==> config.mk <==
export PLATFORM = sky130hd
export DESIGN_NAME = run_ctrl
export DESIGN_NICKNAME = d
export VERILOG_FILES = /design/src/rtl/run_ctrl_pkg.sv /design/src/rtl/run_ctrl_chan.sv /design/src/rtl/run_ctrl.sv
export SDC_FILE = /design/constraint.sdc
export NUM_CORES = 1
export LEC_CHECK = 0
export CAP_MARGIN = 20
export CORE_MARGIN = 2
export CORE_UTILIZATION = 53
export DETAILED_ROUTE_END_ITERATION = 7
export GPL_ROUTABILITY_DRIVEN = 1
export PLACE_DENSITY = 0.89
export SLEW_MARGIN = 20
export SYNTH_ARGS = -nofsm -noshare
export SYNTH_HDL_FRONTEND = slang
export SYNTH_SLANG_ARGS = --single-unit
==> constraint.sdc <==
create_clock -name clk -period 4.8 [get_ports clk]
set_input_delay 0.96 -clock clk [delete_from_list [all_inputs] [get_ports clk]]
set_output_delay 0.96 -clock clk [all_outputs]
set_load 0.005 [all_outputs]
==> src/rtl/run_ctrl_pkg.sv <==
// Shared types and default parameter values for the multi-core run controller.
package run_ctrl_pkg;

  typedef enum logic [1:0] {
    IDLE = 2'd0,
    HOLD = 2'd1,
    RUN  = 2'd2,
    DONE = 2'd3
  } run_state_t;

  localparam int unsigned DefNumCores   = 1;
  localparam int unsigned DefCntW       = 32;
  localparam int unsigned DefTimeout    = 5000;
  localparam int unsigned DefResetCycles = 2;
  localparam int unsigned DefResW       = 32;
  localparam int unsigned DefPassValue  = 1;

endpackage

==> src/rtl/run_ctrl_chan.sv <==
// One monitored core: trap edge detect, trap/fail capture, retire counter and reset gating.
module run_ctrl_chan
  import run_ctrl_pkg::*;
#(
  parameter int unsigned            CNT_W      = DefCntW,
  parameter int unsigned            RES_W      = DefResW,
  parameter logic [RES_W-1:0]       PASS_VALUE = RES_W'(DefPassValue)
) (
  input  logic             clk_i,
  input  logic             rst_i,
  input  logic             clear_i,
  input  logic             run_i,
  input  logic             trap_i,
  input  logic             step_i,
  input  logic [RES_W-1:0] result_i,
  output logic             core_resetn_o,
  output logic             trapped_o,
  output logic             trapped_d_o,
  output logic             fail_o,
  output logic             fail_d_o,
  output logic [CNT_W-1:0] retire_o
);

  logic             trap_q;
  logic             trapped_q, trapped_d;
  logic             fail_q, fail_d;
  logic [CNT_W-1:0] retire_q, retire_d;
  logic             trap_evt;

  // A trap counts only on a rising edge seen while running and not yet trapped.
  assign trap_evt = run_i & trap_i & ~trap_q & ~trapped_q;

  always_comb begin
    trapped_d = trapped_q;
    fail_d    = fail_q;
    retire_d  = retire_q;
    if (clear_i) begin
      trapped_d = 1'b0;
      fail_d    = 1'b0;
      retire_d  = '0;
    end else begin
      if (trap_evt) begin
        trapped_d = 1'b1;
        fail_d    = (result_i != PASS_VALUE);
      end
      if (run_i && !trapped_q && step_i && (retire_q != '1)) begin
        retire_d = retire_q + 1'b1;
      end
    end
  end

  always_ff @(posedge clk_i or posedge rst_i) begin
    if (rst_i) begin
      trap_q    <= 1'b1;
      trapped_q <= 1'b0;
      fail_q    <= 1'b0;
      retire_q  <= '0;
    end else begin
      trap_q    <= trap_i;
      trapped_q <= trapped_d;
      fail_q    <= fail_d;
      retire_q  <= retire_d;
    end
  end

  assign core_resetn_o = run_i & ~trapped_q;
  assign trapped_o     = trapped_q;
  assign trapped_d_o   = trapped_d;
  assign fail_o        = fail_q;
  assign fail_d_o      = fail_d;
  assign retire_o      = retire_q;

endmodule

==> src/rtl/run_ctrl.sv <==
// Run controller: sequences core resets, watches traps and timeout, reports pass/fail.
module run_ctrl
  import run_ctrl_pkg::*;
#(
  parameter int unsigned      NUM_CORES    = DefNumCores,
  parameter int unsigned      CNT_W        = DefCntW,
  parameter int unsigned      TIMEOUT      = DefTimeout,
  parameter int unsigned      RESET_CYCLES = DefResetCycles,
  parameter int unsigned      RES_W        = DefResW,
  parameter logic [RES_W-1:0] PASS_VALUE   = RES_W'(DefPassValue)
) (
  input  logic                       clk,
  input  logic                       reset,
  input  logic                       start,
  output logic [NUM_CORES-1:0]       core_resetn,
  input  logic [NUM_CORES-1:0]       trap_i,
  input  logic [NUM_CORES-1:0]       step_i,
  input  logic [NUM_CORES*RES_W-1:0] result_i,
  output logic                       busy,
  output logic                       done,
  output logic                       pass,
  output logic                       timed_out,
  output logic [NUM_CORES-1:0]       trapped,
  output logic [NUM_CORES-1:0]       fail_mask,
  output logic [CNT_W-1:0]           cycle_count,
  output logic [NUM_CORES*CNT_W-1:0] retire_count
);

  localparam int unsigned HoldW = (RESET_CYCLES > 1) ? $clog2(RESET_CYCLES) : 1;

  if (NUM_CORES < 1 || NUM_CORES > 16) begin : g_bad_cores
    $error("run_ctrl: NUM_CORES out of range");
  end
  if (RESET_CYCLES < 1) begin : g_bad_reset_cycles
    $error("run_ctrl: RESET_CYCLES must be at least 1");
  end
  if (TIMEOUT < 1 || 64'(TIMEOUT) > ((64'd1 << CNT_W) - 64'd1)) begin : g_bad_timeout
    $error("run_ctrl: TIMEOUT does not fit in CNT_W");
  end

  run_state_t       state_q, state_d;
  logic [HoldW-1:0] hold_q, hold_d;
  logic [CNT_W-1:0] cycle_q, cycle_d;
  logic             pass_q, pass_d;
  logic             to_q, to_d;
  logic             clear;
  logic             run;

  logic [NUM_CORES-1:0] trapped_d_w;
  logic [NUM_CORES-1:0] fail_d_w;

  assign run = (state_q == RUN);

  for (genvar k = 0; k < NUM_CORES; k++) begin : g_chan
    run_ctrl_chan #(
      .CNT_W      (CNT_W),
      .RES_W      (RES_W),
      .PASS_VALUE (PASS_VALUE)
    ) u_chan (
      .clk_i         (clk),
      .rst_i         (reset),
      .clear_i       (clear),
      .run_i         (run),
      .trap_i        (trap_i[k]),
      .step_i        (step_i[k]),
      .result_i      (result_i[k*RES_W +: RES_W]),
      .core_resetn_o (core_resetn[k]),
      .trapped_o     (trapped[k]),
      .trapped_d_o   (trapped_d_w[k]),
      .fail_o        (fail_mask[k]),
      .fail_d_o      (fail_d_w[k]),
      .retire_o      (retire_count[k*CNT_W +: CNT_W])
    );
  end

  always_comb begin
    state_d = state_q;
    hold_d  = hold_q;
    cycle_d = cycle_q;
    pass_d  = pass_q;
    to_d    = to_q;
    clear   = 1'b0;
    unique case (state_q)
      IDLE, DONE: begin
        if (start) begin
          state_d = HOLD;
          hold_d  = HoldW'(RESET_CYCLES - 1);
          cycle_d = '0;
          pass_d  = 1'b0;
          to_d    = 1'b0;
          clear   = 1'b1;
        end
      end
      HOLD: begin
        if (hold_q == '0) begin
          state_d = RUN;
        end else begin
          hold_d = hold_q - 1'b1;
        end
      end
      RUN: begin
        // Completion uses next-state trap flags so a last trap beats a same-cycle timeout.
        if (&trapped_d_w) begin
          state_d = DONE;
          to_d    = 1'b0;
          pass_d  = ~|fail_d_w;
        end else if (cycle_q == CNT_W'(TIMEOUT - 1)) begin
          state_d = DONE;
          to_d    = 1'b1;
          pass_d  = 1'b0;
        end else begin
          cycle_d = cycle_q + 1'b1;
        end
      end
      default: state_d = IDLE;
    endcase
  end

  always_ff @(posedge clk or posedge reset) begin
    if (reset) begin
      state_q <= IDLE;
      hold_q  <= '0;
      cycle_q <= '0;
      pass_q  <= 1'b0;
      to_q    <= 1'b0;
    end else begin
      state_q <= state_d;
      hold_q  <= hold_d;
      cycle_q <= cycle_d;
      pass_q  <= pass_d;
      to_q    <= to_d;
    end
  end

  assign busy        = (state_q == HOLD) || (state_q == RUN);
  assign done        = (state_q == DONE);
  assign pass        = pass_q;
  assign timed_out   = to_q;
  assign cycle_count = cycle_q;

endmodule

==> metrics.md, run 1 <==
| Metric | Value |
|---|---|
| Status | completed |
| Max Clk Rate | 0.326 GHz |
| Largest family of logic cells by synthesized area | simple AND/OR/NAND/NOR gates |
| Clock skew | 0.00935 ns |
| FP Rows | 31 |
| Crit path time final | 3.07 ns |
| Yosys cell types | 49 |
| Post-Synth Adder-Cell Area | 1.87% |
| CTS tree | built |
| # IOs | 108 |
| Antenna viol nets, final | 0 |
| Sinks on Clock Net | 72 |
| Post-synth ARST share | 100% |
| Initial core utilization | 55.2% |
| Compound-cell area share of the yosys netlist | 11.0% |
| Routed WL per cell | 17.3 um |
| Clk pwr share | 29.7% |
| WHS | 0.495 ns |
| GRT overflow | 0 |
| Setup violations, final | 0 |
| Drt drc | 0 |
| Switching share of power | 34.6% |
| Routability cong. | 0.874 |
| RSZ-0062 raised after global routing | false |
| Nets | 595 |
| Final worst path period share | 63.9% |
| TritonCTS buffer count | 9 |
| H-tree Lvls | 3 |
| Clock Path Buffers | 2 |
| Vias in the first global route | 3931 |
| Max-capacitance violation count | 0 |
| Synthesized cell area | 0.00402 sq mm |
| Fillers | 555 |
| Clock latency on the worst-skew pair | 0.35 ns |
| Ys Warns | 0 |
| Crit Path Max Fanout | 17 |
| Sequential fraction of the synthesis area | 44.8% |
| Sequential power share | 41.0% |
| Peak VDD IR | 0.000187 V |
| Critical path startpoint category | input port |
| Post-Syn Instances | 446 |
| Post-synthesis mux area share | 0.498% |
| Hold_buf cts | 0 |
| Psw | 0.570 mW |
| Worst-margin pin slew | 0.891 ns |
| Syn Nets | 489 |
| Initial antenna violation count | 0 |
| All-Layer GR Usage | 28.3% |
| Post-CTS Setup Bufs | 0 |
| Synthesized area per cell | 9.02 sq um |
| Clock transition at path regs | 0.08 ns |
| Area delta synth->final | 33.7% |
| Post-Route WL | 11300 um |
| Largest net degree at the start of global routing | 44 |
| Setup tns final | 0 ns |
| Crit path kind | input port to flop |
| Die W | 91.1 um |
| Fraction of the mapped netlist area in simple logic gates | 32.3% |
| CORE AREA | 0.00729 sq mm |
| Number of synthesized register bits | 72 |
| Slew margin rel. | 40.5% |
| Hold Path Class | flop to flop |
| Post-synth EDFFs | 0 |
| Layout cells sized above 1 | 4.50% |
| Pre-Repair DR Iteration Count | 5 |
| DR iter-0 viols | 226 |
| Dpl hpwl | 8190 um |
| Clock root buffer | clkbuf_8 |
| PwrDens | 307 mW/mm^2 |
| Comb pwr share | 29.4% |
| Leakage Power | 2.09 nW |
| Number of port buffers | 107 |
| First-pass GRT wire length | 19200 um |
| N_diodes | 0 |
| Arrival @ worst endpoint | 3.34 ns |
| Xor/xnor share of the synthesized area | 6.75% |
| Internal power | 1.08 mW |
| Die Y | 91.1 um |
| Full die area | 0.00831 sq mm |
| Ys flop type | dfrtp_1 |
| Worst Path Required | 5.07 ns |
| CTS resizes | 0 |
| Vias | 4005 |
| Fin. max-slew vios | 0 |
| Via-per-instance ratio | 6.11 |
| Final Hold Fails | 0 |
| Endpoint class of the critical path | flop |
placed cells by master, fill, tap and decap left out, drive strengths merged, types with 3 or more instances in the layout:
master and n:
and3 4, and4 9, xnor2 24, nand2 43, xor2 7, ha 6, clkbuf 10, buf 4
nand4 26, or3 12, a211oi 4, nor4 16, a21oi 21, o21ai 17, nand3 25, nor4b 7
or4 17, dfrtp 71, nor2 51, inv 13, o211ai 10, a21o 3, nand2b 4, clkdlybuf4s50 107
nor3 10
sequential cells by signal (all words and copies together) (netlist names):
signal and flops:
state_q 2, g_chan.u_chan.fail_o 1, cycle_count 32, g_chan.u_chan.trap_q 1, pass 1, hold_q 1, g_chan.u_chan.trapped_o 1, timed_out 1
g_chan.u_chan.retire_o 32
final timing paths:
kind	cells after the start	startpoint	slack (ns)	to
max in group asynchronous	3	reset	2.76	cycle_count[3]$_DFFE_PP0P_
min in group asynchronous	2	reset	1.11	g_chan[0].u_chan.retire_o[3]$_DFFE_PP0P_
worst max-delay path	7	start	1.73	cycle_count[31]$_DFFE_PP0P_
worst min register to register	1	pass$_DFFE_PP0P_	0.49	pass$_DFFE_PP0P_
worst max register to register	8	state_q[0]$_DFFE_PP0P_	1.93	cycle_count[31]$_DFFE_PP0P_
worst min-delay path	1	pass$_DFFE_PP0P_	0.49	pass$_DFFE_PP0P_
final cells by class:
type                    count  area [sq um]  share of cell area (%)
well taps                  99           124                    2.30
flip-flops and latches     72          1800                    33.5
repair buffers            111          1100                    20.5
multi-input cells         346          2110                    39.3
clock inverters             5          56.3                    1.05
clock buffers              10           138                    2.56
inverters                  12          45.0                   0.837
critical path: stages:
cell	delay, ns
clkdlybuf4s50_1	0.53
nand2_1	0.40
o31ai_1	0.20
buf_4	0.23
nand4b_1	0.34
or4_1	0.59
o21ai_0	0.09
kinds of logic (layout without fill, tap and decap cells):
kind of cell | count (synthesis) | in the layout
AO/OA/AOI/OAI | 70 | 70
AND/OR/NAND/NOR | 237 | 237
XOR/XNOR | 31 | 31
multiplexers | 2 | 2
flip-flops | 72 | 72
adder cells (fa/ha/maj) | 6 | 6
buffers and inverters | 28 | 138
power by group through the flow:
stage / clock network [mW] / registers (mW) / logic (mW)
after floorplan: 0 / 0.678 / 0.287
after global placement: 0 / 0.685 / 0.460
after detailed placement: 0 / 0.686 / 0.478
after CTS: 0.492 / 0.675 / 0.480
after global routing: 0.524 / 0.680 / 0.527
final: 0.489 / 0.676 / 0.485
synth_stat cells, types with 7 or more instances:
library cell | count | share of area (%)
or3_1 | 12 | 1.9
nor4_1 | 15 | 2.3
nor2_1 | 51 | 4.8
inv_1 | 12 | 1.1
nand2_1 | 43 | 4.0
or4_1 | 17 | 3.2
xor2_1 | 7 | 1.5
nand4_1 | 26 | 4.0
nand3_1 | 25 | 3.1
and4_1 | 9 | 2.0
a21oi_1 | 21 | 2.6
o211ai_1 | 10 | 1.9
o21ai_0 | 17 | 2.1
xnor2_1 | 24 | 5.2
nor4b_1 | 7 | 1.5
nor3_1 | 10 | 1.2
clkbuf_1 | 11 | 1.0
dfrtp_1 | 71 | 44
metrics by stage:
step | utilization [%] | instances | cell area, sq um | power (mW) | setup WS, ns
6_report | 73.8 | 655 | 5380 | 1.65 | 1.73
5_1_grt | 73.8 | 655 | 5380 | 1.73 | 1.55
4_1_cts | 73.8 | 655 | 5380 | 1.65 | 1.78
3_5_place_dp | 71.1 | 640 | 5180 | 1.16 | 1.42
3_3_place_gp | 71.1 | 640 | 5180 | 1.14 | 1.58
2_1_floorplan | - | 446 | 4020 | 0.965 | 2.02
per-layer routing:
| layer | routed length (um) | part of all wire (%) | track usage, % | vias to the layer above |
|---|---|---|---|---|
| met5 | 0 | 0 | 0 | - |
| met4 | 306 | 2.7 | 10.5 | 0 |
| met3 | 717 | 6.3 | 5.15 | 39 |
| met2 | 5800 | 51 | 48.4 | 202 |
| met1 | 4500 | 40 | 35.8 | 1893 |
| li1 | - | - | - | 1871 |
(Power assumes the default switching activity.)
==> inputs of run 2 (changes only) <==
--- a/config.mk
+++ b/config.mk
@@ -7,10 +7,10 @@
 export LEC_CHECK = 0
 export CAP_MARGIN = 20
 export CORE_MARGIN = 2
-export CORE_UTILIZATION = 53
+export CORE_UTILIZATION = 49
 export DETAILED_ROUTE_END_ITERATION = 7
 export GPL_ROUTABILITY_DRIVEN = 1
-export PLACE_DENSITY = 0.89
+export PLACE_DENSITY = 0.84
 export SLEW_MARGIN = 20
 export SYNTH_ARGS = -nofsm -noshare
 export SYNTH_HDL_FRONTEND = slang
==> constraint.sdc (replaced) <==
create_clock -name clk -period 2.9 [get_ports clk]
set_input_delay 0.58 -clock clk [delete_from_list [all_inputs] [get_ports clk]]
set_output_delay 0.58 -clock clk [all_outputs]
set_load 0.005 [all_outputs]
==> run 2 against run 1 <==
Compared with the run above: die area increased by 7.8%; sequential cell count unchanged; global-route usage decreased by 3.5 points; first-iteration DRC count decreased by 10%; design area increased by 1.6%; clock-buffer cell count increased by 2; via count increased by 0.57%; cell count increased by 2.0%; power increased by 71%.
==> metrics.md, run 2 (synthesized netlist as in run 1, its figures left out) <==
| Metric | Value |
|---|---|
| Status | completed |
| N_diodes | 0 |
| Max-capacitance violation count | 0 |
| TritonCTS buffer count | 9 |
| Crit path kind | flop to output port |
| Drt drc | 0 |
| Hold_buf cts | 0 |
| Full die area | 0.00895 sq mm |
| Hold Crit Start | pass$_DFFE_PP0P_ |
| Final Hold Fails | 0 |
| CTS resizes | 0 |
| # IOs | 108 |
| Placed cells | 652 |
| Clock root buffer | clkbuf_8 |
| Initial core utilization | 49.7% |
| Hold Path Class | flop to flop |
| R2r setup slk | 0.43 ns |
| Post-CTS Setup Bufs | 0 |
| Layout cells sized above 1 | 5.15% |
| Fin. max-slew vios | 0 |
| RSZ-0062 raised after global routing | false |
| Largest net degree at the start of global routing | 54 |
| Nets | 601 |
| Crit Path Max Fanout | 7 |
| Die W | 94.6 um |
| Vias in the first global route | 3794 |
| Crit path time final | 2.51 ns |
| Finished Layout Cells | 668 |
| DR iter-0 viols | 203 |
| CORE AREA | 0.00809 sq mm |
| GRT overflow | 0 |
| All-Layer GR Usage | 24.7% |
| Antenna viol nets, final | 0 |
| Clock skew | 0.00725 ns |
| CTS tree | built |
| Critical path startpoint category | flop |
| Sinks on Clock Net | 72 |
| First-pass GRT wire length | 17800 um |
| Die Y | 94.6 um |
| PwrDens | 516 mW/mm^2 |
| Hold depth | 1 |
| Post-Route WL | 10800 um |
| Area delta synth->final | 35.8% |
| Dpl hpwl | 7780 um |
| Worst R2R Start | state_q[0]$_DFFE_PP0P_ |
| Setup violations, final | 0 |
| Leakage Power | 2.13 nW |
| Vias | 4028 |
| Clock Path Buffers | 2 |
| H-tree Lvls | 3 |
| Final worst path period share | 86.5% |
| Routability cong. | 0.928 |
| Most frequent cells in the layout | clkdlybuf4s50_1, dfrtp_1, nor2_1, nand2_1, nand4_1 |
| FP Rows | 33 |
| Pre-Repair DR Iteration Count | 5 |
| Slew margin rel. | 48.0% |
| Commonest non-fill, non-tap cell in the layout | clkdlybuf4s50_1 |
| Max Clk Rate | 0.399 GHz |
| Setup tns final | 0 ns |
| Worst-margin pin slew | 0.773 ns |
| Worst Path Required | 2.32 ns |
| Number of port buffers | 107 |
| Peak VDD IR | 0.000416 V |
| Via-per-instance ratio | 6.03 |
| Arrival @ worst endpoint | 1.93 ns |
| Hold path endpoint | pass$_DFFE_PP0P_ |
| Routed WL per cell | 16.1 um |
| FF-to-FF End | g_chan[0].u_chan.retire_o[23]$_DFFE_PP0P_ |
| Clock latency on the worst-skew pair | 0.35 ns |
| Initial antenna violation count | 0 |
| Clock transition at path regs | 0.08 ns |
| Endpoint class of the critical path | output port |
| Worst R2R Path Depth | 7 |
==> run 2: cell types whose count changed in the layout (fill, tap and decap cells not counted) <==
cell	previous run	this run
buf_12	0	1
buf_4	4	9
bufinv_16	1	2
clkbuf_1	0	3
clkbuf_8	10	9
clkinv_2	2	0
clkinv_4	0	1
clkinvlp_4	1	0
==> run 2: power by group <==
| group | total (mW) | switching [mW] | internal, mW |
|---|---|---|---|
| registers | 1.12 | 0.0608 | 1.06 |
| clock network | 0.871 | 0.380 | 0.491 |
| logic | 0.832 | 0.489 | 0.343 |
==> run 2: worst max-delay path by stage <==
stage	slack, ns	cells after the start	from	endpoint
CTS	0.39	5	state_q[0]$_DFFE_PP0P_	core_resetn
floorplan	0.50	1	reset	cycle_count[0]$_DFFE_PP0P_
global route	0.21	8	state_q[0]$_DFFE_PP0P_	cycle_count[31]$_DFFE_PP0P_
finish	0.39	5	state_q[0]$_DFFE_PP0P_	core_resetn
detailed placement	0.26	7	trap_i	cycle_count[25]$_DFFE_PP0P_
global placement	0.36	7	trap_i	cycle_count[31]$_DFFE_PP0P_
==> run 2: cell type report <==
cell class              count  area (sq um)
multi-input cells         346          2110
fillers                   629          2630
clock inverters             4          77.6
flip-flops and latches     72          1800
clock buffers              12           135
well taps                 105           131
inverters                  12          45.0
repair buffers            117          1160
==> run 2: per-stage QoR <==
stage / cell area (sq um) / hold WS, ns / power, mW / utilization, % / worst slack [ns]
after floorplan: 4020 / 0.479 / 1.60 / - / 0.497
after global placement: 5250 / 0.475 / 1.94 / 64.9 / 0.360
after detailed placement: 5250 / 0.485 / 1.96 / 64.9 / 0.260
after CTS: 5460 / 0.506 / 2.83 / 67.5 / 0.392
after global routing: 5460 / 0.521 / 2.98 / 67.5 / 0.214
final: 5460 / 0.516 / 2.82 / 67.5 / 0.392
==> run 2: metal layers <==
metal | part of all wire (%) | track usage [%] | up-vias
met5 | 0 | 0 | -
met1 | 42 | 32.0 | 1951
met4 | 1.9 | 10.5 | 0
met3 | 5.5 | 4.15 | 21
met2 | 50 | 41.0 | 156
li1 | - | - | 1900
==> run 2: critical path, stage by stage, from the launching register on <==
cell	delay, ns
dfrtp_1	0.42
inv_1	0.09
ha_1	0.33
nand2b_2	0.13
inv_1	0.11
clkdlybuf4s50_1	0.51
